[src/rtl/ahb_bus_pkg.sv]
// Shared types and helpers for the parametrised M-master / S-slave request/grant bus.
package ahb_bus_pkg;

  typedef enum logic [1:0] {
    IDLE,
    ADDR,
    WAIT,
    RESP
  } bus_state_t;

  localparam logic [31:0] ERR_RDATA_DEFAULT = 32'hDEADBEEF;

  // Index width for n items; never below 1 so single-entry vectors still get a bit.
  function automatic int idx_width(input int n);
    return (n > 1) ? $clog2(n) : 1;
  endfunction

endpackage

[src/rtl/ahb_rr_arbiter.sv]
// Round-robin arbiter: search starts at the internal pointer, which moves past each winner.
module ahb_rr_arbiter
  import ahb_bus_pkg::*;
#(
  parameter  int NUM_M = 2,
  localparam int IDX_W = idx_width(NUM_M)
) (
  input  logic             clk_i,
  input  logic             rst_i,
  input  logic [NUM_M-1:0] req_i,
  input  logic             enable_i,
  output logic [IDX_W-1:0] winner_o,
  output logic             valid_o
);

  logic [IDX_W-1:0] ptr_q, ptr_d;

  always_comb begin
    int idx;
    // NOTE: every output gets a default before the loop so no path leaves it unassigned (no latch).
    winner_o = '0;
    valid_o  = 1'b0;
    idx      = 0;
    for (int i = 0; i < NUM_M; i++) begin
      idx = int'(ptr_q) + i;
      if (idx >= NUM_M) idx = idx - NUM_M;
      if (!valid_o && req_i[IDX_W'(idx)]) begin
        valid_o  = 1'b1;
        winner_o = IDX_W'(idx);
      end
    end
  end

  always_comb begin
    ptr_d = ptr_q;
    if (enable_i && valid_o)
      ptr_d = (int'(winner_o) == NUM_M - 1) ? '0 : winner_o + 1'b1;
  end

  // NOTE: state registers use non-blocking assignments so all flops update together at the edge.
  always_ff @(posedge clk_i or posedge rst_i) begin
    if (rst_i) ptr_q <= '0;
    else       ptr_q <= ptr_d;
  end

endmodule

[src/rtl/ahb_bus_mxn.sv]
// Single shared request/grant bus, NUM_M masters to NUM_S slaves, one transaction in flight.
// Optional response watchdog enabled by defining AHB_BUS_TIMEOUT_EN.
module ahb_bus_mxn
  import ahb_bus_pkg::*;
#(
  parameter int                          NUM_M          = 2,
  parameter int                          NUM_S          = 3,
  parameter int                          ADDR_WIDTH     = 32,
  parameter int                          DATA_WIDTH     = 32,
  parameter logic [NUM_S*ADDR_WIDTH-1:0] S_BASE         = '0,
  parameter logic [NUM_S*ADDR_WIDTH-1:0] S_MASK         = '0,
  parameter logic [DATA_WIDTH-1:0]       ERR_RDATA      = DATA_WIDTH'(ERR_RDATA_DEFAULT),
  parameter int                          TIMEOUT_CYCLES = 256
) (
  input  logic                           HCLK,
  input  logic                           HRESET,
  input  logic [NUM_M-1:0]               HBUSREQ_M,
  input  logic [NUM_M*ADDR_WIDTH-1:0]    HADDR_M,
  input  logic [NUM_M-1:0]               HWRITE_M,
  input  logic [NUM_M*DATA_WIDTH/8-1:0]  HBE_M,
  input  logic [NUM_M*DATA_WIDTH-1:0]    HWDATA_M,
  output logic [NUM_M-1:0]               HGRANT_M,
  output logic [NUM_M-1:0]               HREADY_M,
  output logic [DATA_WIDTH-1:0]          HRDATA_M,
  output logic                           HERR_M,
  output logic [NUM_S-1:0]               HSEL_S,
  output logic [ADDR_WIDTH-1:0]          HADDR_S,
  output logic                           HWRITE_S,
  output logic [DATA_WIDTH/8-1:0]        HBE_S,
  output logic [DATA_WIDTH-1:0]          HWDATA_S,
  input  logic [NUM_S-1:0]               HREADY_S,
  input  logic [NUM_S*DATA_WIDTH-1:0]    HRDATA_S
);

  localparam int BE_W = DATA_WIDTH / 8;
  localparam int M_W  = idx_width(NUM_M);
  localparam int S_W  = idx_width(NUM_S);

  bus_state_t            state_q, state_d;
  logic [M_W-1:0]        gnt_q, gnt_d;
  logic [ADDR_WIDTH-1:0] addr_q, addr_d;
  logic                  write_q, write_d;
  logic [BE_W-1:0]       be_q, be_d;
  logic [DATA_WIDTH-1:0] wdata_q, wdata_d;
  logic [DATA_WIDTH-1:0] rdata_q, rdata_d;
  logic                  err_q, err_d;

`ifdef AHB_BUS_TIMEOUT_EN
  localparam int CNT_W = idx_width(TIMEOUT_CYCLES);
  logic [CNT_W-1:0] cnt_q, cnt_d;
`endif

  logic           arb_en, arb_valid;
  logic [M_W-1:0] arb_winner;

  assign arb_en = (state_q == IDLE) || (state_q == RESP);

  ahb_rr_arbiter #(.NUM_M(NUM_M)) u_arb (
    .clk_i    (HCLK),
    .rst_i    (HRESET),
    .req_i    (HBUSREQ_M),
    .enable_i (arb_en),
    .winner_o (arb_winner),
    .valid_o  (arb_valid)
  );

  // Descending scan so the lowest-index hit is the one left standing.
  logic           hit;
  logic [S_W-1:0] sel_idx;

  always_comb begin
    hit     = 1'b0;
    sel_idx = '0;
    for (int i = NUM_S - 1; i >= 0; i--) begin
      if ((addr_q & S_MASK[i*ADDR_WIDTH +: ADDR_WIDTH]) == S_BASE[i*ADDR_WIDTH +: ADDR_WIDTH]) begin
        hit     = 1'b1;
        sel_idx = S_W'(i);
      end
    end
  end

  logic                  slv_ready;
  logic [DATA_WIDTH-1:0] slv_rdata;

  assign slv_ready = hit && HREADY_S[sel_idx];
  assign slv_rdata = HRDATA_S[int'(sel_idx)*DATA_WIDTH +: DATA_WIDTH];

  always_comb begin
    state_d = state_q;
    gnt_d   = gnt_q;
    addr_d  = addr_q;
    write_d = write_q;
    be_d    = be_q;
    wdata_d = wdata_q;
    rdata_d = rdata_q;
    err_d   = err_q;
`ifdef AHB_BUS_TIMEOUT_EN
    cnt_d   = cnt_q;
`endif
    unique case (state_q)
      IDLE, RESP: begin
        if (arb_valid) begin
          state_d = ADDR;
          gnt_d   = arb_winner;
          addr_d  = HADDR_M[int'(arb_winner)*ADDR_WIDTH +: ADDR_WIDTH];
          write_d = HWRITE_M[arb_winner];
          be_d    = HBE_M[int'(arb_winner)*BE_W +: BE_W];
          wdata_d = HWDATA_M[int'(arb_winner)*DATA_WIDTH +: DATA_WIDTH];
`ifdef AHB_BUS_TIMEOUT_EN
          cnt_d   = '0;
`endif
        end else begin
          state_d = IDLE;
        end
      end
      ADDR: begin
        if (!hit) begin
          state_d = RESP;
          err_d   = 1'b1;
          rdata_d = ERR_RDATA;
        end else if (slv_ready) begin
          state_d = RESP;
          err_d   = 1'b0;
          rdata_d = slv_rdata;
        end else begin
          state_d = WAIT;
        end
      end
      WAIT: begin
        if (slv_ready) begin
          state_d = RESP;
          err_d   = 1'b0;
          rdata_d = slv_rdata;
        end
`ifdef AHB_BUS_TIMEOUT_EN
        else if (cnt_q == CNT_W'(TIMEOUT_CYCLES - 1)) begin
          state_d = RESP;
          err_d   = 1'b1;
          rdata_d = ERR_RDATA;
        end else begin
          cnt_d = cnt_q + 1'b1;
        end
`endif
      end
      default: state_d = IDLE;
    endcase
  end

  always_ff @(posedge HCLK or posedge HRESET) begin
    if (HRESET) begin
      state_q <= IDLE;
      gnt_q   <= '0;
      addr_q  <= '0;
      write_q <= 1'b0;
      be_q    <= '0;
      wdata_q <= '0;
      rdata_q <= '0;
      err_q   <= 1'b0;
`ifdef AHB_BUS_TIMEOUT_EN
      cnt_q   <= '0;
`endif
    end else begin
      state_q <= state_d;
      gnt_q   <= gnt_d;
      addr_q  <= addr_d;
      write_q <= write_d;
      be_q    <= be_d;
      wdata_q <= wdata_d;
      rdata_q <= rdata_d;
      err_q   <= err_d;
`ifdef AHB_BUS_TIMEOUT_EN
      cnt_q   <= cnt_d;
`endif
    end
  end

  // Pulses come straight from state, so reset clears them without waiting for a clock.
  always_comb begin
    HGRANT_M = '0;
    HREADY_M = '0;
    HSEL_S   = '0;
    HERR_M   = 1'b0;
    if (state_q == ADDR) begin
      HGRANT_M[gnt_q] = 1'b1;
      if (hit) HSEL_S[sel_idx] = 1'b1;
    end
    if (state_q == RESP) begin
      HREADY_M[gnt_q] = 1'b1;
      HERR_M          = err_q;
    end
  end

  assign HADDR_S  = addr_q;
  assign HWRITE_S = write_q;
  assign HBE_S    = be_q;
  assign HWDATA_S = wdata_q;
  assign HRDATA_M = rdata_q;

endmodule

[config.mk]
export PLATFORM = sky130hd
export DESIGN_NAME = ahb_bus_mxn
export DESIGN_NICKNAME = d
export VERILOG_FILES = /design/src/rtl/ahb_bus_pkg.sv /design/src/rtl/ahb_rr_arbiter.sv /design/src/rtl/ahb_bus_mxn.sv
export SDC_FILE = /design/constraint.sdc
export NUM_CORES = 1
export LEC_CHECK = 0
export ABC_AREA = 1
export BUFFER_PORTS_ARGS = -buffer_cell sky130_fd_sc_hd__buf_2
export CORE_AREA = 2 2 135 137
export DETAILED_ROUTE_END_ITERATION = 16
export DIE_AREA = 0 0 137 139
export MAX_ROUTING_LAYER = met4
export PLACE_DENSITY = 0.61
export SLEW_MARGIN = 5
export SYNTH_ARGS = -nofsm -noshare
export SYNTH_HDL_FRONTEND = slang
export SYNTH_SLANG_ARGS = --single-unit
[constraint.sdc]
create_clock -name HCLK -period 3.5 [get_ports HCLK]
set_input_delay 0.35 -clock HCLK [delete_from_list [all_inputs] [get_ports HCLK]]
set_output_delay 0.35 -clock HCLK [all_outputs]
set_load 0.01 [all_outputs]
**Word-level counts from Yosys, hierarchy flattened**

Index checks and enable logic that the tools add are counted.

- Bits in registers: 105
- Latch bits: 0
- Memory bits (writable): 0
- Bits in read-only memories: 0
- Input port bits: 241
- Output and inout bits: 109
- Word-level logic and storage cells: 58
- Memories kept: 0

- $add $sub $neg: 4
- $mul: 0
- Div/mod/pow operators: 0
- $lt $le $gt $ge: 7
- Eq/ne operators: 4
- Shift operators: 3
- Muxes and demuxes: 22
- Bitwise gates (word level): 0
- Reductions and logical operators: 10

Operators by type and width:

| operator | number |
|---|---|
| 64-bit by 7-bit indexed part select with 32-bit output | 2 |
| 1-bit two-way mux | 17 |
| 8-bit by 4-bit indexed part select with 4-bit output | 1 |
| 1-bit by 3-bit less-than comparator with 1-bit output, second input constant | 2 |
| 2-bit two-way mux | 3 |
| 2-bit case mux with 3 select lines | 1 |
| 2-bit == test, second input constant | 2 |
| 1-bit by 2-bit less-than comparator with 1-bit output, second input constant | 2 |
| 2-bit AND reduction | 2 |
| 2-bit OR reduction | 2 |
| 1-bit logical AND | 3 |
| 1-bit by 1-bit adder with 2-bit output, second input constant | 1 |
| 2-bit by 1-bit == test with 1-bit output, second input constant | 1 |
| 1-bit by 2-bit greater-or-equal comparator with 1-bit output, second input constant | 1 |
| 2-bit greater-or-equal comparator, second input constant | 1 |
| 2-bit zero test | 1 |
| 2-bit != test, second input constant | 1 |
| 1-bit subtractor, second input constant | 2 |
| 1-bit adder, second input constant | 1 |
| 1-bit demux with 1-bit select | 1 |
| 1-bit greater-or-equal comparator, second input constant | 1 |
| 1-bit zero test | 1 |
| 1-bit logical OR | 1 |

**Logic depth before layout (Yosys ltp)**

Gate-level depths: netlist of run 1.

- Depth after elaboration: 11
- Gate-level depth with buffers: 8
- Mapped depth without buffers: 6

**Cells and area by module**

Synthesis of run 1 repeated with hierarchy kept, for this count alone.

- Cell total of the unflattened synthesis: 563
- Area, all modules: 4753.3 µm²

Modules (own cells, without submodules):

| module | instances | cells each | area each (µm²) | seq. area each (µm²) |
|---|---|---|---|---|
| ahb_bus_mxn | 1 | 553 | 4689.5 | 2602.5 |
| ahb_rr_arbiter | 1 | 10 | 63.8 | 25.0 |

**Least setup slack after synthesis of run 1**

No wires, ideal clock.

- Kind: reg2reg
- Start point: reg state_q[0]
- End point: reg wdata_q[0] (netlist: HWDATA_S[0])
- Setup time: 0.124 ns
- Data arrival time: 1.342 ns
- Data required time: 3.376 ns
- Slack: 2.034 ns
- Stages on the path, launching flop included: 9
- Path buffers: 2
- Cells stage by stage: dfrtp_1 -> inv_1 -> ha_1 -> nand2_2 -> nor2_2 -> buf_4 -> buf_6 -> nand2_1 -> nand3_1

- Word-level cells in the longest chain between the ends: 3

RTL lines:

| what | line | text |
|---|---|---|
| start, declared | ahb_bus_mxn.sv:39 | `bus_state_t state_q, state_d;` |
| start signal, assigned | ahb_bus_mxn.sv:163 | `state_q <= state_d;` |
| 2-bit == test / 2-bit zero test (equally long branches) | ahb_bus_mxn.sv:100 | `unique case (state_q)` |
| 2-bit OR reduction * | ahb_bus_mxn.sv:100 |  |
| 2-bit AND reduction (no line) * | - |  |
| end signal, assigned | ahb_bus_mxn.sv:168 | `wdata_q <= wdata_d;` |
| end, declared | ahb_bus_mxn.sv:44 | `logic [DATA_WIDTH-1:0] wdata_q, wdata_d;` |

Every way passes the cells marked *; elsewhere a longest branch is shown, timed or not.
A chain may end at the register's enable or synchronous reset.

**Worst setup path after layout of run 1**

- Start point: reg state_q[0]
- End point: reg wdata_q[23] (netlist: HWDATA_S[23])

The elaborated chain is that of the path after synthesis.

==> run_results.csv, run 1 <==
group,metric,value,unit
routing,post_drt_wl_per_cell,13.0,um
critical_path,start_kind,"flip-flop",
clock_tree,cts_resized,0,
pwr,combPwrFrac,46.0,%
critical_path,rr_worst_depth,7,
grt,grt_usage,14.5,%
clock_tree,path_clk_slew,0.07,ns
grt,grt_antenna_before_repair,0,
timing,hold_viol_final,0,
clock_tree,cts_tree,"done",
timing,rsz0062_at_grt,"no",
layout,final_util,36.5,%
floorplanning,ios,350,
timing,final.period_utilization,70.5,%
layout,diodes,0,
clock_tree,postCtsHoldBufs,0,
synthesis,yosys.area.top_type,"dfrtp_1",
layout,nets,1059,
floorplanning,core_area,17700,sq um
synthesis,synth_top_area_share,58.2,%
grt,grt_pass1_wl,21.0,mm
timing,worst_pin_slew,0.706,ns
critical_path,arrival,2.74,ns
synthesis,seq_area_frac_synth,58.2,%
pwr,switchingPower,0.00244,W
run,drv_cap,0,
timing,slew_headroom,52.8,%
critical_path,critical_path_class,"flip-flop to flip-flop",
place,gp_congestion,0.752,
critical_path,crit_required,3.78,ns
clock_tree,cts-root-buf,"clkbuf_16",
critical_path,cp-end-kind,"flip-flop",
clock_tree,numCtsBuffers,9,
layout,fillers,1845,
floorplanning,die-area,19000,sq um
floorplanning,die_h,139,um
routing,drt_iter0_drc,205,
synthesis,synth_cells,549,
synthesis,synth_cell_types,19,
place,io_buffers,279,
routing,dr.pass1.iters,4,
synthesis,syn_area,4510,sq um
pwr,clkPwrFrac,17.7,%
timing,tns,0,ns
pwr,p_leak,3.64,nW
floorplanning,std_cell_rows,49,
clock_tree,clk_path_buf_depth,2,
min_path,holdCritPathClass,"input pin to async pin",
routing,wl,13.6,mm
pwr,peakVddDrop,0.335,mV
routing,vias,4504,
synthesis,yosys_warnings,0,
timing,fin_skew,0.0120,ns
floorplanning,start_util,25.6,%
timing,max_freq,405,MHz
pwr,p_sw_share,41.8,%
timing,drv_slew,0,
timing,finalCriticalPeriod,2.47,ns
clock_tree,clkSinkCount,105,
synthesis,syn_avg_cell_area,8.22,sq um
critical_path,rrSetupSlack,1.03,ns
place,post-dp-hpwl,9.71,mm
pwr,seqPwrFrac,36.3,%
floorplanning,die_x,137,um
grt,grt_pass1_vias,4197,
timing,finalSetupViolCount,0,
grt,grt_max_degree,58,
synthesis,synthTopCellsByArea,"dfrtp_1, nand2_1, nand3_1, buf_2, ha_1",
pwr,power_per_cell_area,906,nW/um^2
routing,drcViolationCount,0,
grt,grt_overflow,0,
clock_tree,clkLatencyLatePin,0.35,ns
routing,postRouteAntennaNets,0,
clock_tree,cts_setup_buffers,0,
outcome,status,"finished clean",
critical_path,worstPathMaxFanout,52,
pwr,p_int,0.00340,W
layout,area_growth,42.6,%
synthesis,ys_ff_latch,105,
routing,via_per_inst,4.30,
layout,drive_gt1_share,37.5,%
clock_tree,h-tree-depth,3,
-- power groups by stage --
stage | Sequential, W | Combinational (W) | Clock, W
6_report | 0.00212 | 0.00268 | 0.00103
5_1_grt | 0.00219 | 0.00303 | 0.00113
4_1_cts | 0.00212 | 0.00275 | 0.00109
3_5_place_dp | 0.00212 | 0.00276 | 0
3_3_place_gp | 0.00213 | 0.00271 | 0
2_1_floorplan | 0.00240 | 0.00136 | 0
-- layout make-up --
cell class,instances,area (sq um),area share [%]
Sequential cell,105,2630,40.8
Multi-Input combinational cell,400,1690,26.2
Timing Repair Buffer,286,1490,23.1
Tap cell,229,287,4.45
Clock buffer,9,225,3.50
Clock inverter,7,75.1,1.17
Inverter,12,47.5,0.739
-- final timing paths --
kind                               from           end
max                          state_q[0]  HWDATA_S[23]
max in group asynchronous        HRESET   u_arb.ptr_q
min in group HCLK           HADDR_M[61]   HADDR_S[29]
min reg2reg                HRDATA_M[18]  HRDATA_M[18]
max reg2reg                  state_q[0]  HWDATA_S[23]
min                              HRESET   HWDATA_S[2]
-- sequential cells by signal, summed over array words and instances (netlist names) --
signal       cells
u_arb.ptr_q      1
HRDATA_M        32
HWDATA_S        32
gnt_q            1
HWRITE_S         1
state_q          2
HADDR_S         32
HBE_S            4
-- cells in the mapped netlist, drive strengths merged --
library cell    n
ha              4
conb            1
nor2            9
a21oi           1
xor2            1
buf            23
inv            11
nand3         101
o21ai           1
clkbuf         11
clkinv          1
dfrtp         105
nand2         280
-- routing by layer --
metal	vias to the layer above	part of all wire [%]	track usage [%]
li1	2247	-	-
met1	2037	44	18.3
met2	202	45	22.9
met3	18	8.3	2.85
met4	0	1.9	5.37
met5	-	0	-
-- stage by stage --
stage                     total power (W)  cells  hold WS, ns  cell area [sq um]  worst slack (ns)
after floorplan                   0.00376    551        0.470               4520             0.389
after global placement            0.00484   1032        0.450               6140             0.968
after detailed placement          0.00488   1032        0.456               6140             0.975
after CTS                         0.00596   1048        0.120               6440             0.970
after global routing              0.00636   1048        0.147               6440             0.812
final                             0.00583   1048       0.0971               6440              1.03
-- cell families after synthesis --
group | after synthesis | share of synthesized area (%)
and+or+nand+nor | 390 | 35.4
DFF | 105 | 58.2
buffers and inverters | 46 | 4.79
adders and majority gates | 4 | 1.11
AOI/OAI and AO/OA | 2 | 0.222
xor gates and xnor gates | 1 | 0.194
other | 1 | 0.0831
-- critical path: stages, from the launching register on --
cell and delay (ns):
dfrtp_1 0.43, inv_1 0.06, ha_1 0.31, nand2_2 0.40, nor2_4 0.62, buf_12 0.30, nand2_1 0.13, nand3_1 0.10
-- cell usage in the layout (no fill, tap or decap), types with 4 or more instances in the layout --
cell,instances
buf_4,4
ha_1,4
nand2_1,279
nand3_1,101
nor2_1,7
buf_2,279
inv_1,9
clkbuf_16,9
dfrtp_1,105
Power figures use the tool's default switching activity.
==> run 2: changes to the inputs <==
--- a/config.mk
+++ b/config.mk
@@ -5,13 +5,13 @@
 export SDC_FILE = /design/constraint.sdc
 export NUM_CORES = 1
 export LEC_CHECK = 0
-export ABC_AREA = 1
+export ABC_AREA = 0
 export BUFFER_PORTS_ARGS = -buffer_cell sky130_fd_sc_hd__buf_2
-export CORE_AREA = 2 2 135 137
+export CORE_AREA = 2 2 136 138
 export DETAILED_ROUTE_END_ITERATION = 16
-export DIE_AREA = 0 0 137 139
+export DIE_AREA = 0 0 138 140
 export MAX_ROUTING_LAYER = met4
-export PLACE_DENSITY = 0.61
+export PLACE_DENSITY = 0.62
 export SLEW_MARGIN = 5
 export SYNTH_ARGS = -nofsm -noshare
 export SYNTH_HDL_FRONTEND = slang
==> constraint.sdc (replaced) <==
create_clock -name HCLK -period 2.6 [get_ports HCLK]
set_input_delay 0.26 -clock HCLK [delete_from_list [all_inputs] [get_ports HCLK]]
set_output_delay 0.26 -clock HCLK [all_outputs]
set_load 0.01 [all_outputs]
==> run 2 against run 1 <==
Against the previous run: core utilization up 1.1 points; maximum frequency increased by 33%; clock skew down 0.0053 ns; die area rose by 1.5%; first-iteration DRC count is 38% lower; cell count decreased by 14%; synthesized area rose by 7.3%; register-to-register slack got worse by 0.28 ns; setup slack worse by 0.28 ns.
==> run_results.csv, run 2 <==
group,metric,value,unit
floorplanning,die_h,140,um
timing,max_freq,541,MHz
synthesis,yosysMostFrequentCell,"a21oi_1",
layout,area_growth,37.7,%
clock_tree,numCtsBuffers,9,
critical_path,start_kind,"flip-flop",
routing,dr.pass1.iters,7,
synthesis,async_reset_ff_share,100,%
routing,drcViolationCount,0,
pwr,p_sw_share,39.5,%
synthesis,synth_ff_type,"dfrtp_1",
clock_tree,clkLatencyLatePin,0.34,ns
synthesis,synthTopCellsByArea,"dfrtp_1, mux2i_1, a21oi_1, mux2_2, buf_6",
timing,tns,0,ns
timing,finalSetupViolCount,0,
critical_path,critPathTopFamily,"buffers and inverters",
timing,slew_headroom,46.9,%
routing,wl,13.1,mm
routing,vias,4030,
floorplanning,ios,350,
floorplanning,std_cell_rows,49,
grt,grt_overflow,0,
pwr,switchingPower,0.00338,W
critical_path,worstPathMaxFanout,32,
layout,final_common_cell,"buf_2",
critical_path,cp-end-kind,"flip-flop",
clock_tree,cts_tree,"done",
clock_tree,path_clk_slew,0.07,ns
timing,drv_slew,0,
clock_tree,cts_resized,0,
pwr,seqPwrFrac,35.7,%
layout,nets,914,
critical_path,cp_slowest_cell,"dfrtp_1",
critical_path,arrival,2.07,ns
synthesis,yosys_warnings,0,
critical_path,critical-path-max-stage-delay,0.44,ns
synthesis,ys_ff_latch,105,
synthesis,seq_area_frac_synth,54.3,%
synthesis,syn_area,4840,sq um
place,post-dp-hpwl,9.47,mm
synthesis,syn_avg_cell_area,12.0,sq um
timing,rsz0062_at_grt,"no",
layout,layout.cells.most_common_list,"buf_2, a21oi_1, dfrtp_1, mux2i_1, mux2_2",
routing,drt_iter0_drc,127,
clock_tree,postCtsHoldBufs,0,
grt,grt_max_degree,106,
routing,via_per_inst,4.47,
critical_path,path_buf_inv,2,
timing,worst_pin_slew,0.797,ns
floorplanning,start_util,27.2,%
routing,post_drt_wl_per_cell,14.5,um
synthesis,yosys.area.top_type,"dfrtp_1",
critical_path,rr_worst_depth,5,
pwr,finalPower,0.00857,W
pwr,clkPwrFrac,16.8,%
synthesis,synth_top_area_share,54.3,%
synthesis,synth_cell_types,20,
timing,final.period_utilization,71.1,%
floorplanning,die_x,138,um
clock_tree,clk_path_buf_depth,2,
grt,grt_pass1_wl,21.4,mm
grt,grt_pass1_vias,4096,
synthesis,synth_edf_count,0,
clock_tree,cts-root-buf,"clkbuf_16",
clock_tree,clkSinkCount,105,
routing,postRouteAntennaNets,0,
layout,fillers,1778,
place,gp_congestion,0.742,
clock_tree,cts_setup_buffers,0,
timing,fin_skew,0.00674,ns
critical_path,crit_required,2.83,ns
critical_path,worst-path-stages,5,
pwr,combPwrFrac,47.5,%
critical_path,path_cells,"inv_1 -> ha_2 -> nor2b_2 -> buf_4 -> mux2_2",
timing,hold_viol_final,0,
layout,register_area,2630,sq um
layout,diodes,0,
pwr,p_leak,3.31,nW
floorplanning,core_area,17800,sq um
min_path,holdCritPathClass,"input pin to async pin",
run,drv_cap,0,
critical_path,critical_path_class,"flip-flop to flip-flop",
pwr,power_per_cell_area,1280,nW/um^2
synthesis,synth_commonest_cells,"a21oi_1, dfrtp_1, mux2i_1",
synthesis,synth_cells,405,
timing,finalWorstSetupSlack,0.752,ns
floorplanning,die-area,19300,sq um
timing,finalCriticalPeriod,1.85,ns
clock_tree,h-tree-depth,3,
pwr,p_int,0.00519,W
outcome,status,"finished clean",
place,io_buffers,279,
layout,multi_input_area,1930,sq um
layout,drive_gt1_share,51.0,%
place,pre_cts_ws,0.764,ns
grt,grt_usage,13.9,%
grt,grt_antenna_before_repair,0,
pwr,peakVddDrop,0.646,mV
run 2: area by class of cell:
type,instances,share of cell area [%]
tap,229,4.30
clock inverter,5,1.22
multi-input combinational,259,28.9
inverter,4,0.281
sequential,105,39.5
clock buffer,10,3.43
timing repair buffer,290,22.4
run 2: power by group through the flow:
stage / clock network (W) / logic [W] / registers (W)
after floorplan: 0 / 0.00260 / 0.00329
final: 0.00144 / 0.00407 / 0.00306
after CTS: 0.00151 / 0.00413 / 0.00307
after global placement: 0 / 0.00408 / 0.00306
after global routing: 0.00159 / 0.00450 / 0.00318
after detailed placement: 0 / 0.00414 / 0.00308
run 2: routing by layer:
layer	part of all wire, %	up-vias	global-route usage (%)
met5	0	-	-
met4	2.4	0	5.26
met3	6.0	23	3.11
met2	49	169	22.8
met1	42	1873	16.9
li1	-	1965	-
run 2: logic make-up after synthesis:
kind of cell	after synthesis	synth area share, %
DFF	105	54.3
buffers and inverters	43	6.18
other	1	0.0774
AOI/OAI and AO/OA	140	14.6
xor gates and xnor gates	1	0.336
adders and majority gates	4	1.03
muxes	103	22.5
and+or+nand+nor	8	1.06
run 2: path summary, 6_finish.rpt:
path / startpoint / endpoint / slack [ns]
worst max-delay path: state_q[0] / HRDATA_M[6] / 0.75
worst min-delay path: HRESET / HADDR_S[15] / 0.09
worst max register to register: state_q[0] / HRDATA_M[6] / 0.75
worst min register to register: HRDATA_M[26] / HRDATA_M[26] / 0.50
max in group asynchronous: HRESET / u_arb.ptr_q / 2.09
min in group HCLK: HRDATA_S[10] / HRDATA_M[10] / 0.14
run 2: tightest hold or removal path, delay by kind of cell:
kind / cells / cell delay (ns)
buf+inv: 3 / 0.62
run 2: stage by stage:
step / hold slack [ns] / std cells / instance area, sq um / utilization [%]
after detailed placement: 0.480 / 887 / 6360 / 35.8
after floorplan: 0.408 / 407 / 4850 / -
final: 0.0866 / 902 / 6670 / 37.5
after CTS: 0.104 / 902 / 6670 / 37.5
after global placement: 0.475 / 887 / 6360 / 35.8
after global routing: 0.123 / 902 / 6670 / 37.5
